### src/rtl/des_round_iter.sv
// Iterative DES round engine: 16 Feistel rounds, one per clock, key schedule computed on the fly.
// Optional key-byte odd-parity flag enabled with `define DES_KEY_PARITY_CHK_EN.
module des_round_iter #(
  parameter logic EN = 1'b1
) (
  input  logic        clk,
  input  logic        rst_n,
  input  logic        in_valid,
  output logic        in_ready,
  input  logic [63:0] data_in,
  input  logic [63:0] key,
  output logic        out_valid,
  input  logic        out_ready,
  output logic [63:0] data_out,
  output logic        busy
`ifdef DES_KEY_PARITY_CHK_EN
  ,
  output logic        key_parity_err
`endif
);

  // Tables list DES bit numbers, bit 1 being the MSB of the source vector.
  localparam int PC1_T [56] = '{57,49,41,33,25,17, 9, 1,58,50,42,34,26,18,
                                10, 2,59,51,43,35,27,19,11, 3,60,52,44,36,
                                63,55,47,39,31,23,15, 7,62,54,46,38,30,22,
                                14, 6,61,53,45,37,29,21,13, 5,28,20,12, 4};
  localparam int PC2_T [48] = '{14,17,11,24, 1, 5, 3,28,15, 6,21,10,
                                23,19,12, 4,26, 8,16, 7,27,20,13, 2,
                                41,52,31,37,47,55,30,40,51,45,33,48,
                                44,49,39,56,34,53,46,42,50,36,29,32};
  localparam int E_T [48]   = '{32, 1, 2, 3, 4, 5, 4, 5, 6, 7, 8, 9,
                                 8, 9,10,11,12,13,12,13,14,15,16,17,
                                16,17,18,19,20,21,20,21,22,23,24,25,
                                24,25,26,27,28,29,28,29,30,31,32, 1};
  localparam int P_T [32]   = '{16, 7,20,21,29,12,28,17, 1,15,23,26, 5,18,31,10,
                                 2, 8,24,14,32,27, 3, 9,19,13,30, 6,22,11, 4,25};
  localparam logic [3:0] SBOX_T [512] = '{
    14, 4,13, 1, 2,15,11, 8, 3,10, 6,12, 5, 9, 0, 7,  0,15, 7, 4,14, 2,13, 1,10, 6,12,11, 9, 5, 3, 8,
     4, 1,14, 8,13, 6, 2,11,15,12, 9, 7, 3,10, 5, 0, 15,12, 8, 2, 4, 9, 1, 7, 5,11, 3,14,10, 0, 6,13,
    15, 1, 8,14, 6,11, 3, 4, 9, 7, 2,13,12, 0, 5,10,  3,13, 4, 7,15, 2, 8,14,12, 0, 1,10, 6, 9,11, 5,
     0,14, 7,11,10, 4,13, 1, 5, 8,12, 6, 9, 3, 2,15, 13, 8,10, 1, 3,15, 4, 2,11, 6, 7,12, 0, 5,14, 9,
    10, 0, 9,14, 6, 3,15, 5, 1,13,12, 7,11, 4, 2, 8, 13, 7, 0, 9, 3, 4, 6,10, 2, 8, 5,14,12,11,15, 1,
    13, 6, 4, 9, 8,15, 3, 0,11, 1, 2,12, 5,10,14, 7,  1,10,13, 0, 6, 9, 8, 7, 4,15,14, 3,11, 5, 2,12,
     7,13,14, 3, 0, 6, 9,10, 1, 2, 8, 5,11,12, 4,15, 13, 8,11, 5, 6,15, 0, 3, 4, 7, 2,12, 1,10,14, 9,
    10, 6, 9, 0,12,11, 7,13,15, 1, 3,14, 5, 2, 8, 4,  3,15, 0, 6,10, 1,13, 8, 9, 4, 5,11,12, 7, 2,14,
     2,12, 4, 1, 7,10,11, 6, 8, 5, 3,15,13, 0,14, 9, 14,11, 2,12, 4, 7,13, 1, 5, 0,15,10, 3, 9, 8, 6,
     4, 2, 1,11,10,13, 7, 8,15, 9,12, 5, 6, 3, 0,14, 11, 8,12, 7, 1,14, 2,13, 6,15, 0, 9,10, 4, 5, 3,
    12, 1,10,15, 9, 2, 6, 8, 0,13, 3, 4,14, 7, 5,11, 10,15, 4, 2, 7,12, 9, 5, 6, 1,13,14, 0,11, 3, 8,
     9,14,15, 5, 2, 8,12, 3, 7, 0, 4,10, 1,13,11, 6,  4, 3, 2,12, 9, 5,15,10,11,14, 1, 7, 6, 0, 8,13,
     4,11, 2,14,15, 0, 8,13, 3,12, 9, 7, 5,10, 6, 1, 13, 0,11, 7, 4, 9, 1,10,14, 3, 5,12, 2,15, 8, 6,
     1, 4,11,13,12, 3, 7,14,10,15, 6, 8, 0, 5, 9, 2,  6,11,13, 8, 1, 4,10, 7, 9, 5, 0,15,14, 2, 3,12,
    13, 2, 8, 4, 6,15,11, 1,10, 9, 3,14, 5, 0,12, 7,  1,15,13, 8,10, 3, 7, 4,12, 5, 6,11, 0,14, 9, 2,
     7,11, 4, 1, 9,12,14, 2, 0, 6,10,13,15, 3, 5, 8,  2, 1,14, 7, 4,10, 8,13,15,12, 9, 0, 3, 5, 6,11};

  function automatic logic [55:0] pc1(input logic [63:0] k);
    logic [55:0] o;
    o = '0;
    for (int i = 0; i < 56; i++) o = {o[54:0], k[6'(64 - PC1_T[i])]};
    return o;
  endfunction

  function automatic logic [47:0] pc2(input logic [55:0] cd);
    logic [47:0] o;
    o = '0;
    for (int i = 0; i < 48; i++) o = {o[46:0], cd[6'(56 - PC2_T[i])]};
    return o;
  endfunction

  function automatic logic [47:0] e_exp(input logic [31:0] r);
    logic [47:0] o;
    o = '0;
    for (int i = 0; i < 48; i++) o = {o[46:0], r[5'(32 - E_T[i])]};
    return o;
  endfunction

  function automatic logic [31:0] p_perm(input logic [31:0] x);
    logic [31:0] o;
    o = '0;
    for (int i = 0; i < 32; i++) o = {o[30:0], x[5'(32 - P_T[i])]};
    return o;
  endfunction

  // Each 6-bit group: row from the outer bits, column from the inner four.
  function automatic logic [31:0] sbox(input logic [47:0] x);
    logic [31:0] o;
    logic [47:0] t;
    logic [5:0]  six;
    o = '0;
    t = x;
    for (int b = 0; b < 8; b++) begin
      six = t[47:42];
      t   = t << 6;
      o   = {o[27:0], SBOX_T[{3'(b), six[5], six[0], six[4:1]}]};
    end
    return o;
  endfunction

  typedef enum logic [1:0] {IDLE, RUN, DONE} state_t;

  state_t      state_q, state_d;
  logic [4:0]  rnd;
  logic [31:0] l_q, r_q, l_new, r_new, f_out;
  logic [27:0] c_q, d_q, c_rot, d_rot;
  logic [4:0]  s_idx;
  logic        two_shift;
  logic [47:0] subkey;
  logic        accept;

  assign accept = (state_q == IDLE) && in_valid;

  always_comb begin
    s_idx     = EN ? rnd : 5'd17 - rnd;
    two_shift = !(s_idx inside {5'd1, 5'd2, 5'd9, 5'd16});
    if (EN) begin
      c_rot = two_shift ? {c_q[25:0], c_q[27:26]} : {c_q[26:0], c_q[27]};
      d_rot = two_shift ? {d_q[25:0], d_q[27:26]} : {d_q[26:0], d_q[27]};
    end else begin
      c_rot = two_shift ? {c_q[1:0], c_q[27:2]} : {c_q[0], c_q[27:1]};
      d_rot = two_shift ? {d_q[1:0], d_q[27:2]} : {d_q[0], d_q[27:1]};
    end
    // Encrypt keys off the freshly rotated halves; decrypt keys off the stored ones, then rotates back.
    subkey = pc2(EN ? {c_rot, d_rot} : {c_q, d_q});
    f_out  = p_perm(sbox(e_exp(r_q) ^ subkey));
    l_new  = r_q;
    r_new  = l_q ^ f_out;
  end

  // NOTE: all clocked state uses non-blocking assignments so every register samples pre-edge values.
  always_ff @(posedge clk or negedge rst_n) begin
    if (!rst_n) state_q <= IDLE;
    else        state_q <= state_d;
  end

  // NOTE: every output of this block gets a default first, so no path can infer a latch.
  always_comb begin
    state_d   = state_q;
    in_ready  = 1'b0;
    out_valid = 1'b0;
    busy      = 1'b0;
    unique case (state_q)
      IDLE: begin
        in_ready = 1'b1;
        if (in_valid) state_d = RUN;
      end
      RUN: begin
        busy = 1'b1;
        if (rnd == 5'd16) state_d = DONE;
      end
      DONE: begin
        out_valid = 1'b1;
        if (out_ready) state_d = IDLE;
      end
      default: state_d = IDLE;
    endcase
  end

  always_ff @(posedge clk or negedge rst_n) begin
    if (!rst_n) begin
      l_q      <= '0;
      r_q      <= '0;
      c_q      <= '0;
      d_q      <= '0;
      rnd      <= '0;
      data_out <= '0;
    end else if (accept) begin
      {l_q, r_q} <= data_in;
      {c_q, d_q} <= pc1(key);
      rnd        <= 5'd1;
    end else if (state_q == RUN) begin
      l_q <= l_new;
      r_q <= r_new;
      c_q <= c_rot;
      d_q <= d_rot;
      if (rnd == 5'd16) data_out <= {r_new, l_new};
      else              rnd      <= rnd + 5'd1;
    end
  end

`ifdef DES_KEY_PARITY_CHK_EN
  logic       parity_fail;
  logic [63:0] key_sh;

  always_comb begin
    parity_fail = 1'b0;
    key_sh      = key;
    for (int b = 0; b < 8; b++) begin
      if (!(^key_sh[7:0])) parity_fail = 1'b1;
      key_sh = key_sh >> 8;
    end
  end

  always_ff @(posedge clk or negedge rst_n) begin
    if (!rst_n)      key_parity_err <= 1'b0;
    else if (accept) key_parity_err <= parity_fail;
  end
`else
  logic unused_key_parity;
  assign unused_key_parity = ^{key[56], key[48], key[40], key[32], key[24], key[16], key[8], key[0]};
`endif

endmodule

### config.mk
export PLATFORM = sky130hd
export DESIGN_NAME = des_round_iter
export DESIGN_NICKNAME = d
export VERILOG_FILES = /design/src/rtl/des_round_iter.sv
export SDC_FILE = /design/constraint.sdc
export NUM_CORES = 1
export LEC_CHECK = 0
export CELL_PAD_IN_SITES_DETAIL_PLACEMENT = 0
export CELL_PAD_IN_SITES_GLOBAL_PLACEMENT = 2
export CORE_MARGIN = 1
export CORE_UTILIZATION = 31
export CTS_CLUSTER_DIAMETER = 120
export DETAILED_ROUTE_END_ITERATION = 6
export PLACE_DENSITY_LB_ADDON = 0.1
export SYNTH_ARGS = -nofsm -noshare
export SYNTH_HDL_FRONTEND = slang
export SYNTH_SLANG_ARGS = --single-unit
### constraint.sdc
create_clock -name clk -period 3.9 [get_ports clk]
set_input_delay 0.585 -clock clk [delete_from_list [all_inputs] [get_ports clk]]
set_output_delay 0.585 -clock clk [all_outputs]
set_load 0.02 [all_outputs]
# Word-level counts from Yosys, hierarchy flattened
# Memory sizes are Yosys's and may differ from the RTL's.
# Index checks and enable logic that the tools add are counted.
[word_totals]
regBits = 163
mem_count = 4
rom_bits = 8192
output_inout_bits = 67
[op_classes]
n_mux = 25
reduce_logical = 7
n_addsub = 1
order_cmp = 4
bitwise_logic = 7
n_eq_ne = 10
[memory_table]
columns = ["name", "words", "word_bits", "rd", "rd_clocked_by_memory_dff", "wr", "line", "source"]
rows = [
  ["(name not given)", 512, 4, 1, 0, 0, "93", "o = {o[27:0], SBOX_T[{3'(b), six[5], six[0], six[4:1]}]};"],
  ["(name not given)", 512, 4, 1, 0, 0, "93", ""],
  ["(name not given)", 512, 4, 1, 0, 0, "93", ""],
  ["(name not given)", 512, 4, 1, 0, 0, "93", ""],
]
[op_table]
columns = ["operator", "n"]
rows = [
  ["32-bit 2-to-1 mux", 4],
  ["28-bit 2-to-1 mux", 3],
  ["10-bit >= comparator, second input constant", 4],
  ["9-bit inverter with 10-bit output", 4],
  ["4-bit 2-to-1 mux", 8],
  ["32-bit bitwise XOR", 1],
  ["24-bit bitwise XOR", 1],
  ["5-bit 2-to-1 mux", 3],
  ["2-bit inequality test, second input constant", 4],
  ["2-bit 2-to-1 mux", 3],
  ["2-bit case mux with 3 select lines", 1],
  ["3-bit AND reduction", 2],
  ["5-bit by 1-bit adder with 5-bit output, second input constant", 1],
  ["5-bit by 1-bit equality test with 1-bit output, second input constant", 1],
  ["5-bit by 2-bit equality test with 1-bit output, second input constant", 1],
  ["5-bit by 4-bit equality test with 1-bit output, second input constant", 1],
  ["5-bit equality test, second input constant", 1],
  ["4-bit nonzero test", 1],
  ["1-bit 2-to-1 mux", 3],
  ["2-bit by 1-bit equality test with 1-bit output, second input constant", 1],
  ["2-bit equality test, second input constant", 1],
  ["2-bit zero test", 1],
  ["2-bit AND reduction", 1],
  ["2-bit nonzero test", 1],
  ["other kinds (2)", 2],
]

# Longest topological paths before layout
# Gate-level depths: netlist of the first run.
[logic_depth]
word_depth = 11
ltp_mapped = 16
mapped_depth_nobuf = 14

# Worst setup path after synthesis of the first run
# No wires, ideal clock.
[synth_path]
path_kind = "register to register"
from = "register rnd[0]"
to = "register data_out[52]"
setup_ns = 0.128
period_less_slack_ns = 3.471
arrival_time_ns = 3.342
setup_slack_ns = 0.429
stages_incl_launch_ff = 17
path_cell_list = "dfrtp_1 inv_1 ha_1 mux2_4 a21oi_4 buf_12 buf_12 mux2i_1 xnor2_2 inv_1 ha_1 mux2_2 a32o_1 a311oi_1 a31oi_1 xnor2_1 o21ai_1"
[synth_via]
elab_chain_len = 9
word_cells_on_any_way = 13
cone_classes = "4 x eq/ne; 3 x mux; 3 x bitwise; 2 x reduce/logical; 1 x memory"
[synth_rtl]
columns = ["element", "line", "source"]
rows = [
  ["start: declaration", "101", "logic [4:0] rnd;"],
  ["start signal: assignment", "175", "else rnd <= rnd + 5'd1;"],
  ["5-bit by 1-bit equality test with 1-bit output, or another cell as far along", "113", "two_shift = !(s_idx inside {5'd1, 5'd2, 5'd9, 5'd16});"],
  ["4-bit nonzero test", "113", ""],
  ["28-bit 2-to-1 mux", "116", "d_rot = two_shift ? {d_q[25:0], d_q[27:26]} : {d_q[26:0], d_q[27]};"],
  ["24-bit bitwise XOR", "123", "f_out = p_perm(sbox(e_exp(r_q) ^ subkey));"],
  ["9-bit inverter with 10-bit output (not written as such)", "93", ""],
  ["memory read 512 x 4 bit", "--", ""],
  ["4-bit 2-to-1 mux (not written as such) (2 in a row)", "93", ""],
  ["32-bit bitwise XOR", "125", "r_new = l_q ^ f_out;"],
  ["end signal: assignment", "174", "if (rnd == 5'd16) data_out <= {r_new, l_new};"],
  ["end: declaration", "14", "output logic [63:0] data_out,"],
]
# Parallel ways exist; a longest one is shown, timed or not. The select of a mux whose other input is x is not followed.
# A chain may end at the register's enable or synchronous reset.

# Final worst setup path of the first run
[layout_path]
from = "register rnd[1]"
to = "register data_out[60]"
# Same word-level chain as after synthesis.

==> metrics, run 1 <==
top cells by area, synth=dfrtp_1 40%, nand2_1 6.4%, mux2_2 4.8%; crit-path cells=inv_1 -> ha_1 -> mux2_4 -> a21oi_4 -> buf_12 -> buf_12 -> mux2i_4 -> xnor2_2 -> ha_2 -> mux2_2 -> a32o_1 -> a31oi_1 -> mux2i_1 -> xnor2_1 -> o21ai_0; crit path kind=reg2reg; ys async rst share=between 90% and 100%; first-pass detailed-route iteration total=5; ANT cells=0; Slew @ Worst Pin=about 0.91 ns; Layout Nets=1133; area added between synthesis and finish=28.96%; RSZ-0062 raised after global routing=no; data required time at the worst endpoint=about 4.2 ns; Hold-fix buffers, CTS=0; vias per inst=just over 5; Initial Util=31.55%; clock skew=~0.015 ns; Crit-path slowest cell=dfrtp_1; initial antenna violation count=1; clk buf depth=2; IO Pins=~200; fin crit period=approximately 3.7 ns; max_slew headroom=between 30 and 40%; TNS Setup=0 ns; Worst Path Max Fanout=12; antenna-violating nets left=0; critical path's most frequent cell=buf_12; sequential share of the synthesized area=between 30% and 40%; Netlist cell types=66; worst r2r dst=data_out[60]; largest net degree at the start of global routing=between 70 and 80; Final Hold Fails=0; max cap viols=0; crit path DAT=a little under 4 ns; DRC=0; row cnt=59; clk root buf=clkbuf_16; Core Box Area=25980 sq um; Clock H-tree levels=4; Num CTS Buffers=17; gr ovfl total=0; Avg Cell Area, Syn=between 9 and 10 sq um; first-pass GRT wire length=slightly below 40000 um; DP Wirelength=17940 um; Final Slew Violations=0; via count=roughly 6700; commonest non-fill, non-tap cell in the layout=nand2_1; setup violators final=0; endpoint type of the worst setup path=flip-flop; period utilisation layout=approximately 94%; CP peak stage delay=roughly 0.39 ns; Peak Freq=between 200 and 300 MHz; reg2reg setup slack=0.23 ns; post-synth top area share=39.98%; R2R Path Start=rnd[1]; CTS tree=built; Cells after Synth=between 800 and 900; clock slew at reported path FFs=around 0.07 ns; total track usage=about a fifth; Yosys reg bits=between 100 and 150; Post-synth EDFFs=0; Routed wire per std cell=approximately 19 um; DRT iter0 DRCs=approximately 500; Syn. warnings=0; Die X=between 150 and 200 um; number of global-route vias before repair=around 6700; Routability Congestion=~0.84; DIE AREA=~27000 sq um; leading cell types in the layout, fill and taps excluded=139 x nand2_1, 131 x dfrtp_1, 113 x clkdlybuf4s50_1; ys flop type=dfrtp_1; final WL=approximately 25000 um; Synth Cell Area=approximately 8200 sq um; clk sinks=between 100 and 150; IO buf count=around 110; Clock Latency Late Sink=~0.43 ns; share of cells above drive strength 1=between 10% and 20%; Die Y=164.6 um; status=complete, no violations; Hold WC Path Type=in2async; largest area contributor in the netlist=dfrtp_1; CP Launch Type=flip-flop; R2R depth=15
==> how the worst max path moves through the flow <==
| stage | slack [ns] | cells after the start | end | start |
|---|---|---|---|---|
| floorplan | 0.43 | 16 | data_out[52] | rnd[0] |
| global placement | 0.06 | 16 | data_out[52] | rnd[1] |
| detailed placement | 0.06 | 16 | data_out[52] | rnd[1] |
| CTS | 0.02 | 16 | data_out[52] | rnd[1] |
| global route | 0.01 | 16 | l_new[25] | rnd[1] |
| finish | 0.23 | 15 | data_out[60] | rnd[1] |
==> what timing repair did <==
| item | in CTS | in global routing |
|---|---|---|
| setup buffers | 0 | 7 |
| setup endpoints to repair | 0 | 21 |
| resized for setup | 0 | 16 |
==> stage by stage <==
step           util, %  instances  setup slack, ns  cell area [sq um]  hold WS, ns
6_report         40.69       1319           0.2271              10570       0.1920
5_1_grt          40.69       1319          0.01030              10570       0.2387
4_1_cts          40.14       1312          0.02176              10430       0.2216
3_5_place_dp     37.81       1280          0.05581               9824       0.4726
3_3_place_gp     37.81       1280          0.05651               9824       0.4646
2_1_floorplan        -        855           0.4292               8255       0.2894
==> routing by layer <==
metal	track usage, %	vias to the layer above	wire [um]
li1	-	3246	-
met1	26.80	3305	11800
met2	30.31	121	11820
met3	3.616	29	744
met4	5.505	2	437
met5	0	-	12
==> Yosys cell counts (5+ instances only) <==
cell type  count
nand2b_1       5
mux2i_4        8
a211oi_1      11
o21ai_1       21
o22ai_1       20
nor2_1        33
xor2_1        13
a22oi_1       43
mux2_2        35
inv_1         12
nand4_1        7
nor3_1        10
buf_4         19
xnor2_2       13
ha_1          30
a31oi_1        5
o211ai_1       8
mux2i_1       26
o21ai_0       65
dfrtp_1      131
nand2_1      139
xnor2_1       22
xor2_2         9
buf_2         11
clkbuf_1      35
mux2i_2        6
nand3_1        9
o221ai_1       5
a21oi_1       28
==> state kept, by name, summed over array words and instances, names as in the netlist <==
register  flops
rnd           5
state_q       2
l_q          16
data_out     48
l_new        32
d_q          28
==> worst max-delay path: cells and delay by family, from the launching register on <==
kind,cells,cell delay [ns]
flops,1,0.39
compound gates,4,0.62
mux,4,0.98
xor+xnor,2,0.47
fa+ha+maj,2,0.60
buf+inv,3,0.44
==> cell families (layout without fill, tap and decap cells) <==
family	after synthesis	count (layout)	share of synthesized area, %
AO/OA/AOI/OAI	239	239	18.91
XOR/XNOR	57	57	8.103
adder cells (fa/ha/maj)	30	30	4.578
buffers and inverters	90	219	5.829
flip-flops	131	131	39.98
multiplexers	77	77	11.64
other	1	16	0.04574
AND/OR/NAND/NOR	215	215	10.91
==> layout make-up <==
type,instances,area [sq um]
timing repair buffer,171,1615
sequential,131,3278
clock inverter,14,166.4
multi-input combinational,634,4592
clock buffer,18,439.2
fill,2565,15410
tap,335,419.2
inverter,16,63.81
Power of run 1 is not shown: default switching activity piles up to over one toggle a cycle in this logic, so the estimate is an artifact.
==> run 2: changes to the inputs <==
--- a/config.mk
+++ b/config.mk
@@ -12,6 +12,7 @@
 export CTS_CLUSTER_DIAMETER = 120
 export DETAILED_ROUTE_END_ITERATION = 6
 export PLACE_DENSITY_LB_ADDON = 0.1
+export SKIP_LAST_GASP = 1
 export SYNTH_ARGS = -nofsm -noshare
 export SYNTH_HDL_FRONTEND = slang
 export SYNTH_SLANG_ARGS = --single-unit
==> results of run 2 <==
Same layout as run 1: the final DEF is identical, and so are final timing and power.
Power of run 2 is left out for the same reason.
